===== src/rtl/cpu_types_pkg.sv =====
`default_nettype none
// ============================================================================
//  Module      : cpu_types_pkg
//  Description : Shared CPU datapath types: register index and data word.
//  Revision    : 1.0  initial release
// ============================================================================
package cpu_types_pkg;
   typedef logic [4:0]  regbits_t;
   typedef logic [31:0] word_t;
endpackage
`default_nettype wire


===== src/rtl/hazard_types_pkg.sv =====
`default_nettype none
// ============================================================================
//  Module      : hazard_types_pkg
//  Description : Hazard-unit control state encoding and stall counter width.
//  Revision    : 1.0  initial release
// ============================================================================
package hazard_types_pkg;
   localparam int STALL_CNT_W = 2;

   typedef logic [STALL_CNT_W-1:0] stall_cnt_t;

   typedef enum logic [1:0] {
      HZ_RUN    = 2'd0,
      HZ_STALL  = 2'd1,
      HZ_HALTED = 2'd2
   } hzState_t;
endpackage
`default_nettype wire


===== src/rtl/hazard_detect.sv =====
`default_nettype none
// ============================================================================
//  Module      : hazard_detect
//  Description : Combinational classification of the decode-stage instruction
//                against the EX-stage producer.
//  Ports       : i_dec_rs/i_dec_rt, i_dec_uses_rs/i_dec_uses_rt, i_dec_isbr
//                i_ex_dest, i_ex_rfWEN, i_ex_memREN
//                o_load_use : non-branch consumer of a load in EX
//                o_br_load  : register-compare branch consuming a load in EX
//                o_br_alu   : register-compare branch consuming an ALU result
//  Revision    : 1.0  initial release
// ============================================================================
module hazard_detect
   import cpu_types_pkg::*;
(
   input  regbits_t i_dec_rs,
   input  regbits_t i_dec_rt,
   input  logic     i_dec_uses_rs,
   input  logic     i_dec_uses_rt,
   input  logic     i_dec_isbr,
   input  regbits_t i_ex_dest,
   input  logic     i_ex_rfWEN,
   input  logic     i_ex_memREN,
   output logic     o_load_use,
   output logic     o_br_load,
   output logic     o_br_alu
);
   logic w_match;

   // $zero is never a real producer, so it can never create a dependency.
   assign w_match = i_ex_rfWEN && (i_ex_dest != '0) &&
                    ((i_dec_uses_rs && (i_dec_rs == i_ex_dest)) ||
                     (i_dec_uses_rt && (i_dec_rt == i_ex_dest)));

   assign o_br_load  = i_dec_isbr  &&  i_ex_memREN && w_match;
   assign o_br_alu   = i_dec_isbr  && !i_ex_memREN && w_match;
   assign o_load_use = !i_dec_isbr &&  i_ex_memREN && w_match;
endmodule
`default_nettype wire


===== src/rtl/hazard_unit.sv =====
`default_nettype none
// ============================================================================
//  Module      : hazard_unit
//  Description : Pipeline enable/flush control for the 5-stage MIPS pipeline:
//                load-use and branch-operand stalls, data-memory freeze,
//                wrong-path fetch squash and sticky halt.
//  Ports       : CLK, RST (sync, active high)
//                dec_* : decode-stage sources / branch / redirect
//                ex_*  : EX-stage destination, RF write, load
//                mem_dREN/mem_dWEN, dhit, ihit, wb_halt
//                pcEN, if_id_EN, id_ex_EN, ex_mem_EN, mem_wb_EN
//                if_id_flush, id_ex_flush, mem_wb_flush, halt
//                stall_cycles, flush_count : performance counters
//  Config      : HAZARD_PERF_EN enables the performance counters; otherwise
//                both counter ports are tied to zero.
//  Revision    : 1.0  initial release
// ============================================================================
module hazard_unit
   import cpu_types_pkg::*;
   import hazard_types_pkg::*;
#(
   parameter int BR_LOAD_STALL = 2,
   parameter int BR_ALU_STALL  = 1
)(
   input  logic     CLK,
   input  logic     RST,
   input  regbits_t dec_rs,
   input  regbits_t dec_rt,
   input  logic     dec_uses_rs,
   input  logic     dec_uses_rt,
   input  logic     dec_isbr,
   input  logic     dec_redirect,
   input  regbits_t ex_dest,
   input  logic     ex_rfWEN,
   input  logic     ex_memREN,
   input  logic     mem_dREN,
   input  logic     mem_dWEN,
   input  logic     dhit,
   input  logic     ihit,
   input  logic     wb_halt,
   output logic     pcEN,
   output logic     if_id_EN,
   output logic     id_ex_EN,
   output logic     ex_mem_EN,
   output logic     mem_wb_EN,
   output logic     if_id_flush,
   output logic     id_ex_flush,
   output logic     mem_wb_flush,
   output logic     halt,
   output word_t    stall_cycles,
   output word_t    flush_count
);
   // The detecting cycle is itself the first stall cycle, so the counter
   // loads the remaining count.
   localparam stall_cnt_t c_BR_LOAD_INIT = stall_cnt_t'(BR_LOAD_STALL - 1);
   localparam stall_cnt_t c_BR_ALU_INIT  = stall_cnt_t'(BR_ALU_STALL - 1);
   localparam stall_cnt_t c_LU_INIT      = '0;

   hzState_t   r_state, w_state_nxt;
   stall_cnt_t r_stall_cnt, w_stall_cnt_nxt, w_stall_dec, w_stall_init;
   logic       r_squash, w_squash_nxt;
   logic       w_load_use, w_br_load, w_br_alu, w_hazard, w_dwait;

   hazard_detect u_detect (
      .i_dec_rs      (dec_rs),
      .i_dec_rt      (dec_rt),
      .i_dec_uses_rs (dec_uses_rs),
      .i_dec_uses_rt (dec_uses_rt),
      .i_dec_isbr    (dec_isbr),
      .i_ex_dest     (ex_dest),
      .i_ex_rfWEN    (ex_rfWEN),
      .i_ex_memREN   (ex_memREN),
      .o_load_use    (w_load_use),
      .o_br_load     (w_br_load),
      .o_br_alu      (w_br_alu)
   );

   assign w_hazard     = w_load_use || w_br_load || w_br_alu;
   assign w_dwait      = (mem_dREN || mem_dWEN) && !dhit;
   assign w_stall_dec  = r_stall_cnt - 1'b1;
   assign w_stall_init = w_br_load ? c_BR_LOAD_INIT :
                         w_br_alu  ? c_BR_ALU_INIT  : c_LU_INIT;

   always_ff @(posedge CLK) begin
      if (RST) begin
         r_state     <= HZ_RUN;
         r_stall_cnt <= '0;
         r_squash    <= 1'b0;
      end else begin
         r_state     <= w_state_nxt;
         r_stall_cnt <= w_stall_cnt_nxt;
         r_squash    <= w_squash_nxt;
      end
   end

   always_comb begin
      pcEN            = 1'b1;
      if_id_EN        = 1'b1;
      id_ex_EN        = 1'b1;
      ex_mem_EN       = 1'b1;
      mem_wb_EN       = 1'b1;
      if_id_flush     = 1'b0;
      id_ex_flush     = 1'b0;
      mem_wb_flush    = 1'b0;
      halt            = 1'b0;
      w_state_nxt     = r_state;
      w_stall_cnt_nxt = r_stall_cnt;
      w_squash_nxt    = r_squash;

      if (r_state == HZ_HALTED) begin
         pcEN      = 1'b0;
         if_id_EN  = 1'b0;
         id_ex_EN  = 1'b0;
         ex_mem_EN = 1'b0;
         mem_wb_EN = 1'b0;
         halt      = 1'b1;
      end else if (w_dwait) begin
         // Freeze everything upstream of MEM; WB receives a bubble.
         pcEN         = 1'b0;
         if_id_EN     = 1'b0;
         id_ex_EN     = 1'b0;
         ex_mem_EN    = 1'b0;
         mem_wb_flush = 1'b1;
         if (dec_redirect && !ihit)
            w_squash_nxt = 1'b1;
      end else if (r_state == HZ_STALL) begin
         pcEN        = 1'b0;
         if_id_EN    = 1'b0;
         id_ex_flush = 1'b1;
         w_stall_cnt_nxt = w_stall_dec;
         if (w_stall_dec == '0)
            w_state_nxt = HZ_RUN;
      end else if (w_hazard) begin
         // Stall wins over a same-cycle redirect; the branch re-resolves
         // once it is released from decode.
         pcEN        = 1'b0;
         if_id_EN    = 1'b0;
         id_ex_flush = 1'b1;
         w_stall_cnt_nxt = w_stall_init;
         if (w_stall_init != '0)
            w_state_nxt = HZ_STALL;
      end else if (dec_redirect) begin
         if (ihit) begin
            if_id_flush  = 1'b1;
            w_squash_nxt = 1'b0;
         end else begin
            // Wrong-path fetch still outstanding: remember to squash it.
            pcEN         = 1'b0;
            if_id_EN     = 1'b0;
            w_squash_nxt = 1'b1;
         end
      end else if (!ihit) begin
         pcEN        = 1'b0;
         if_id_flush = 1'b1;
      end else if (r_squash) begin
         if_id_flush  = 1'b1;
         w_squash_nxt = 1'b0;
      end

      if (wb_halt && (r_state != HZ_HALTED))
         w_state_nxt = HZ_HALTED;

      if (RST) begin
         pcEN         = 1'b1;
         if_id_EN     = 1'b1;
         id_ex_EN     = 1'b1;
         ex_mem_EN    = 1'b1;
         mem_wb_EN    = 1'b1;
         if_id_flush  = 1'b0;
         id_ex_flush  = 1'b0;
         mem_wb_flush = 1'b0;
         halt         = 1'b0;
      end
   end

`ifdef HAZARD_PERF_EN
   word_t r_stall_cycles, r_flush_count;

   always_ff @(posedge CLK) begin
      if (RST) begin
         r_stall_cycles <= '0;
         r_flush_count  <= '0;
      end else begin
         if (!pcEN && (r_state != HZ_HALTED) && (r_stall_cycles != '1))
            r_stall_cycles <= r_stall_cycles + 1'b1;
         if ((if_id_flush || id_ex_flush || mem_wb_flush) && (r_flush_count != '1))
            r_flush_count <= r_flush_count + 1'b1;
      end
   end

   assign stall_cycles = r_stall_cycles;
   assign flush_count  = r_flush_count;
`else
   assign stall_cycles = '0;
   assign flush_count  = '0;
`endif
endmodule
`default_nettype wire


===== config.mk =====
export PLATFORM = sky130hd
export DESIGN_NAME = hazard_unit
export DESIGN_NICKNAME = d
export VERILOG_FILES = /design/src/rtl/cpu_types_pkg.sv /design/src/rtl/hazard_types_pkg.sv /design/src/rtl/hazard_detect.sv /design/src/rtl/hazard_unit.sv
export SDC_FILE = /design/constraint.sdc
export NUM_CORES = 1
export LEC_CHECK = 0
export ABC_AREA = 1
export ABC_CLOCK_PERIOD_IN_PS = 1100
export BUFFER_PORTS_ARGS = -buffer_cell sky130_fd_sc_hd__buf_4
export CAP_MARGIN = 10
export CORE_MARGIN = 2
export CORE_UTILIZATION = 34
export CTS_CLUSTER_SIZE = 24
export DETAILED_ROUTE_END_ITERATION = 7
export GPL_TIMING_DRIVEN = 0
export PLACE_DENSITY_LB_ADDON = 0.08
export SLEW_MARGIN = 10
export SYNTH_ARGS = -nofsm -noshare
export SYNTH_HDL_FRONTEND = slang
export SYNTH_SLANG_ARGS = --single-unit

===== constraint.sdc =====
create_clock -name CLK -period 1.1 [get_ports CLK]
set_input_delay 0 -clock CLK [delete_from_list [all_inputs] [get_ports CLK]]
set_output_delay 0 -clock CLK [all_outputs]
set_load 0.01 [all_outputs]

* After elaboration in Yosys (flattened, before gate mapping) *
Index checks and enable logic that the tools add are counted.
Widths: inputs -> output; s select.

storage, ports and cells
  bits of input ports = 28
  memory bits (read-only) = 0
  flip-flop bits (word level) = 5
  logic and storage cells = 105
  output and inout bits = 73
  RAM bits = 0
  bits in latches = 0
  memories = 0

operators by class
  multiplexer cells = 52
  reduce and logical (&&, ||, !) cells = 34
  shift operators = 0
  multipliers = 0
  magnitude comparators = 0
  $add $sub $neg = 1
  equal/unequal tests = 12
  bitwise operators = 2
  divide/modulo/power cells = 0

operators with widths
  kind                 number
  $mux 1               43
  $mux 2               9
  $reduce_and 5->1     3
  $logic_and 1x1->1    13
  $eq 5x5->1           2
  $ne 2x1->1 const B   5
  $reduce_bool 3->1    3
  $reduce_bool 2->1    3
  $reduce_bool 5->1    1
  $logic_not 1->1      4
  $logic_or 1x1->1     4
  $ne 2x2->1 const B   2
  $ne 3x1->1 const B   1
  $reduce_and 3->1     1
  $eq 2x1->1 const B   1
  $eq 2x2->1 const B   1
  $logic_not 2->1      1
  $not 1->1            2
  $reduce_or 2->1      1
  $sub 2x1->2 const B  1

* Longest topological paths before layout *
  word-level depth = 13
  gate-level depth with buffers = 13
  gate-level depth less buffers = 13

* By module *
From an unflattened synthesis, not the netlist that was laid out.

unflattened totals
  cell total of the unflattened synthesis = 190
  area, all modules = 1,137.3 µm²

modules (own cells, without submodules)
  module         instances  sequential area each (µm²)  area each (µm²)  cells each
  hazard_unit    1          100.1                       873.3            126
  hazard_detect  1          0.0                         264.0            64

* Worst setup path before layout *
OpenSTA, ideal clock, no wires.

  path kind = flip-flop to output port
  from = register r_state[1]
  to = output port if_id_flush
  data arrival time = 1,185 ps
  path slack = -85 ps
  data required time = 1,100 ps
  stages on the path, launching flop included = 6
  path buffers = 0
  cells stage by stage = dfxtp_1 inv_1 nor2_1 nor2_1 o2111ai_1 nor3_1

between the ends
  word-level cells in the longest chain between the ends = 5
  elaborated cells on any way between the ends = 6
  those cells by class = eq/ne: 2; mux: 4

ends and longest elaborated chain
  element                 RTL line            source
  start, declared         hazard_unit.sv:59   hzState_t r_state, w_state_nxt;
  start signal, assigned  hazard_unit.sv:90   r_state <= w_state_nxt;
  $eq 2x1->1              hazard_unit.sv:126  end else if (r_state == HZ_STALL) begin
  $mux 1                  hazard_unit.sv:126
  $mux 1                  hazard_unit.sv:117  end else if (w_dwait) begin
  $mux 1 *                hazard_unit.sv:110  if (r_state == HZ_HALTED) begin
  $mux 1 *                hazard_unit.sv:163  if (RST) begin
  end, declared           hazard_unit.sv:46   output logic if_id_flush,

Every way passes the cells marked *; elsewhere a longest branch is shown, timed or not.

* Worst setup path in the final report *
  from = register r_state[0]
  to = output port pcEN

between the ends
  word-level cells in the longest chain between the ends = 5
  elaborated cells on any way between the ends = 6
  those cells by class = eq/ne: 2; mux: 4

ends and longest elaborated chain
  element        RTL line            source
  $eq 2x1->1     hazard_unit.sv:126
  $mux 1         hazard_unit.sv:126
  $mux 1         hazard_unit.sv:117
  $mux 1 *       hazard_unit.sv:110
  $mux 1 *       hazard_unit.sv:163
  end, declared  hazard_unit.sv:41   output logic pcEN,

Marks and branches as above.

==> out/results.ini <==
[sta]
timing.final.ws_setup_ps=-207
rsz0062_at_grt=yes
hold_violations=0
final_max_slew_viol_count=0
period_share=1.19
finClkSkew_ps=3.12
whs_ps=25.3
finalCriticalPeriod_ps=1310
fmaxAchievable_mhz=765
setup_viol=11
fin_tns_setup_ps=-1190

[placement]
dp_cells=330
io_buffer_count=35
placed_area_um2=1700
hpwl_um=1990
pre_cts_ws_ps=-160
place_congestion=0.801

[global_routing]
gr-usage-all-layers=0.110
grt_pass1_wl_um=3260
antenna_found_initial=0
grt_max_degree=10
grt_pass1_vias=870
grt_remaining_overflow=0

[yosys]
ys.flop_type=dfxtp_1
async_reset_ff_frac=0
synth_compound_area_frac=0.0385
synth_area_um2=1140
yosysUniqueCellTypes=27
synth_top_family_by_area=buffers and inverters
yosys_warnings=0
synth_xor_area_frac=0
synth_edf_count=0
synth_area_leaders=buf_4 43%, nand2_1 13%, dfxtp_1 8.8%
ys_ff_latch=5
syn-instance-count=188
synthAdderAreaFrac=0.0110
muxShareOfSynthArea=0
synth_top_cell_by_area=buf_4
ys_seq_area_frac=0.0881
synthTopCellsByCount=65 x buf_4, 40 x nand2_1, 23 x inv_1
synth.most_common_cell=buf_4
synth_top_area_frac=0.430
avgSynthCellArea_um2=6.04
synthSimpleGateAreaFrac=0.327

[floorplan]
floorplan.die_area_um2=3820
dieWidth_um=61.8
start_util=0.363
num_rows=20
core-area_um2=3130
io_pins=101
die_h_um=61.8

[finish]
final_area_um2=1790
area_growth_pct=57.3
drive_above_1_share=0.455
insertedDiodeCount=0
final_core_util=0.571
finalNonFillerCells=336
finalNetCount=322

[route]
dr.pass1.iters=4
vias=1142
wl_per_cell_um=6.53
ant_nets=0
viasPerCell=3.40
drc=0
drtIter0Drc=11
drt-total-wl_um=2190

[outcome]
status=finished, violations left
violations=setup timing

[cts]
cts-root-buf=clkbuf_4
cts_hold_buffers=0
clock_path_buffers=2
cts_inserted_buffers=3
clock_sinks=5
clk-insertion-delay-late_ps=240
cts_tree=built
cts-htree-levels=1
clk_pin_slew_ps=40

[pwr]
leakagePower_nw=1.15
p_per_area_nw_per_um2=555
peakVddDrop_mv=0.394
p_total_mw=0.992

[worst_setup_path]
startpoint_type=flip-flop
path_class=reg -> out
path_max_fanout=6
cp-end-kind=primary output
reg2reg_depth=9
worst-endpoint-required_ps=1100
critPathArrivalTime_ps=1310

[min_path]
holdPathStages=3
hold_path.class=in -> reg

[flow_run]
maxCapViolCount=0

==> cell families (layout without fill, tap and decap cells) <==
logic type      count (synthesis)  after routing
compound gates                  7              7
flops                           5              5
buf+inv                        96            137
fa+ha+maj                       1              1
other cells                     1             64
simple gates                   78             78
==> worst paths after layout <==
kind / to / from / slack (ps)
max reg2reg: r_squash$_SDFFE_PP0P_ / r_state[1]$_SDFFE_PP0P_ / -110
min reg2reg: r_stall_cnt[1]$_SDFFE_PP0P_ / r_stall_cnt[1]$_SDFFE_PP0P_ / 460
max: pcEN / r_state[0]$_SDFFE_PP0P_ / -210
min: r_state[1]$_SDFFE_PP0P_ / wb_halt / 30
==> cell usage in the layout (no fill, tap or decap), types with 2 or more instances in the layout <==
cell type  count
a21oi_1        3
buf_4        101
clkbuf_1       2
clkbuf_4       3
conb_1        64
dfxtp_1        3
dfxtp_4        2
inv_1         19
inv_2          7
inv_4          3
nand2_1       39
nand2_2        3
nand2_4        2
nand3_1        4
nand3_2        2
nand4_1        3
nor2_1        11
nor2_2         3
nor2_4         3
nor3_1         3
or2_1          2
==> sequential cells by signal, summed over array words and instances, names as in the netlist <==
name / count
r_squash: 1
r_stall_cnt: 2
r_state: 2
==> where the power goes <==
group | internal [mW] | switching (mW) | leakage [nW] | total [mW]
logic | 0.305 | 0.280 | 1.09 | 0.585
registers | 0.187 | 0.00832 | 0.0422 | 0.196
clock network | 0.137 | 0.0749 | 0.0150 | 0.212
==> final cells by class <==
cell class	instances	area [µm²]
well taps	44	55.1
flip-flops and latches	5	108
inverters	30	120
clock buffers	4	26.3
repair buffers	37	282
multi-input cells	150	704
plain buffers	66	492
fillers	319	1340
==> worst max-delay path, cell delays in order, from the launching register on <==
cell and delay, ps:
dfxtp_4 370, inv_4 40, nor2_4 110, inv_4 60, nand2_4 90, nor3_4 50, or2_1 220, buf_6 120
==> metal layers <==
layer / track usage / up-vias / wire length [µm]
li1: - / 642 / -
met1: 0.116 / 432 / 819
met2: 0.211 / 68 / 1010
met3: 0.0455 / 0 / 365
met4: 0.00912 / 0 / 0
met5: 0 / - / 0
==> what timing repair did <==
action                                  in CTS  in global routing
buffers inserted                             2                  0
resized for setup                           17                  3
pin swaps                                    4                  1
endpoints found under the setup margin      13                 14
hold endpoints to repair                     0                  0
gates cloned                                 0                  0
Power figures use the tool's default switching activity.
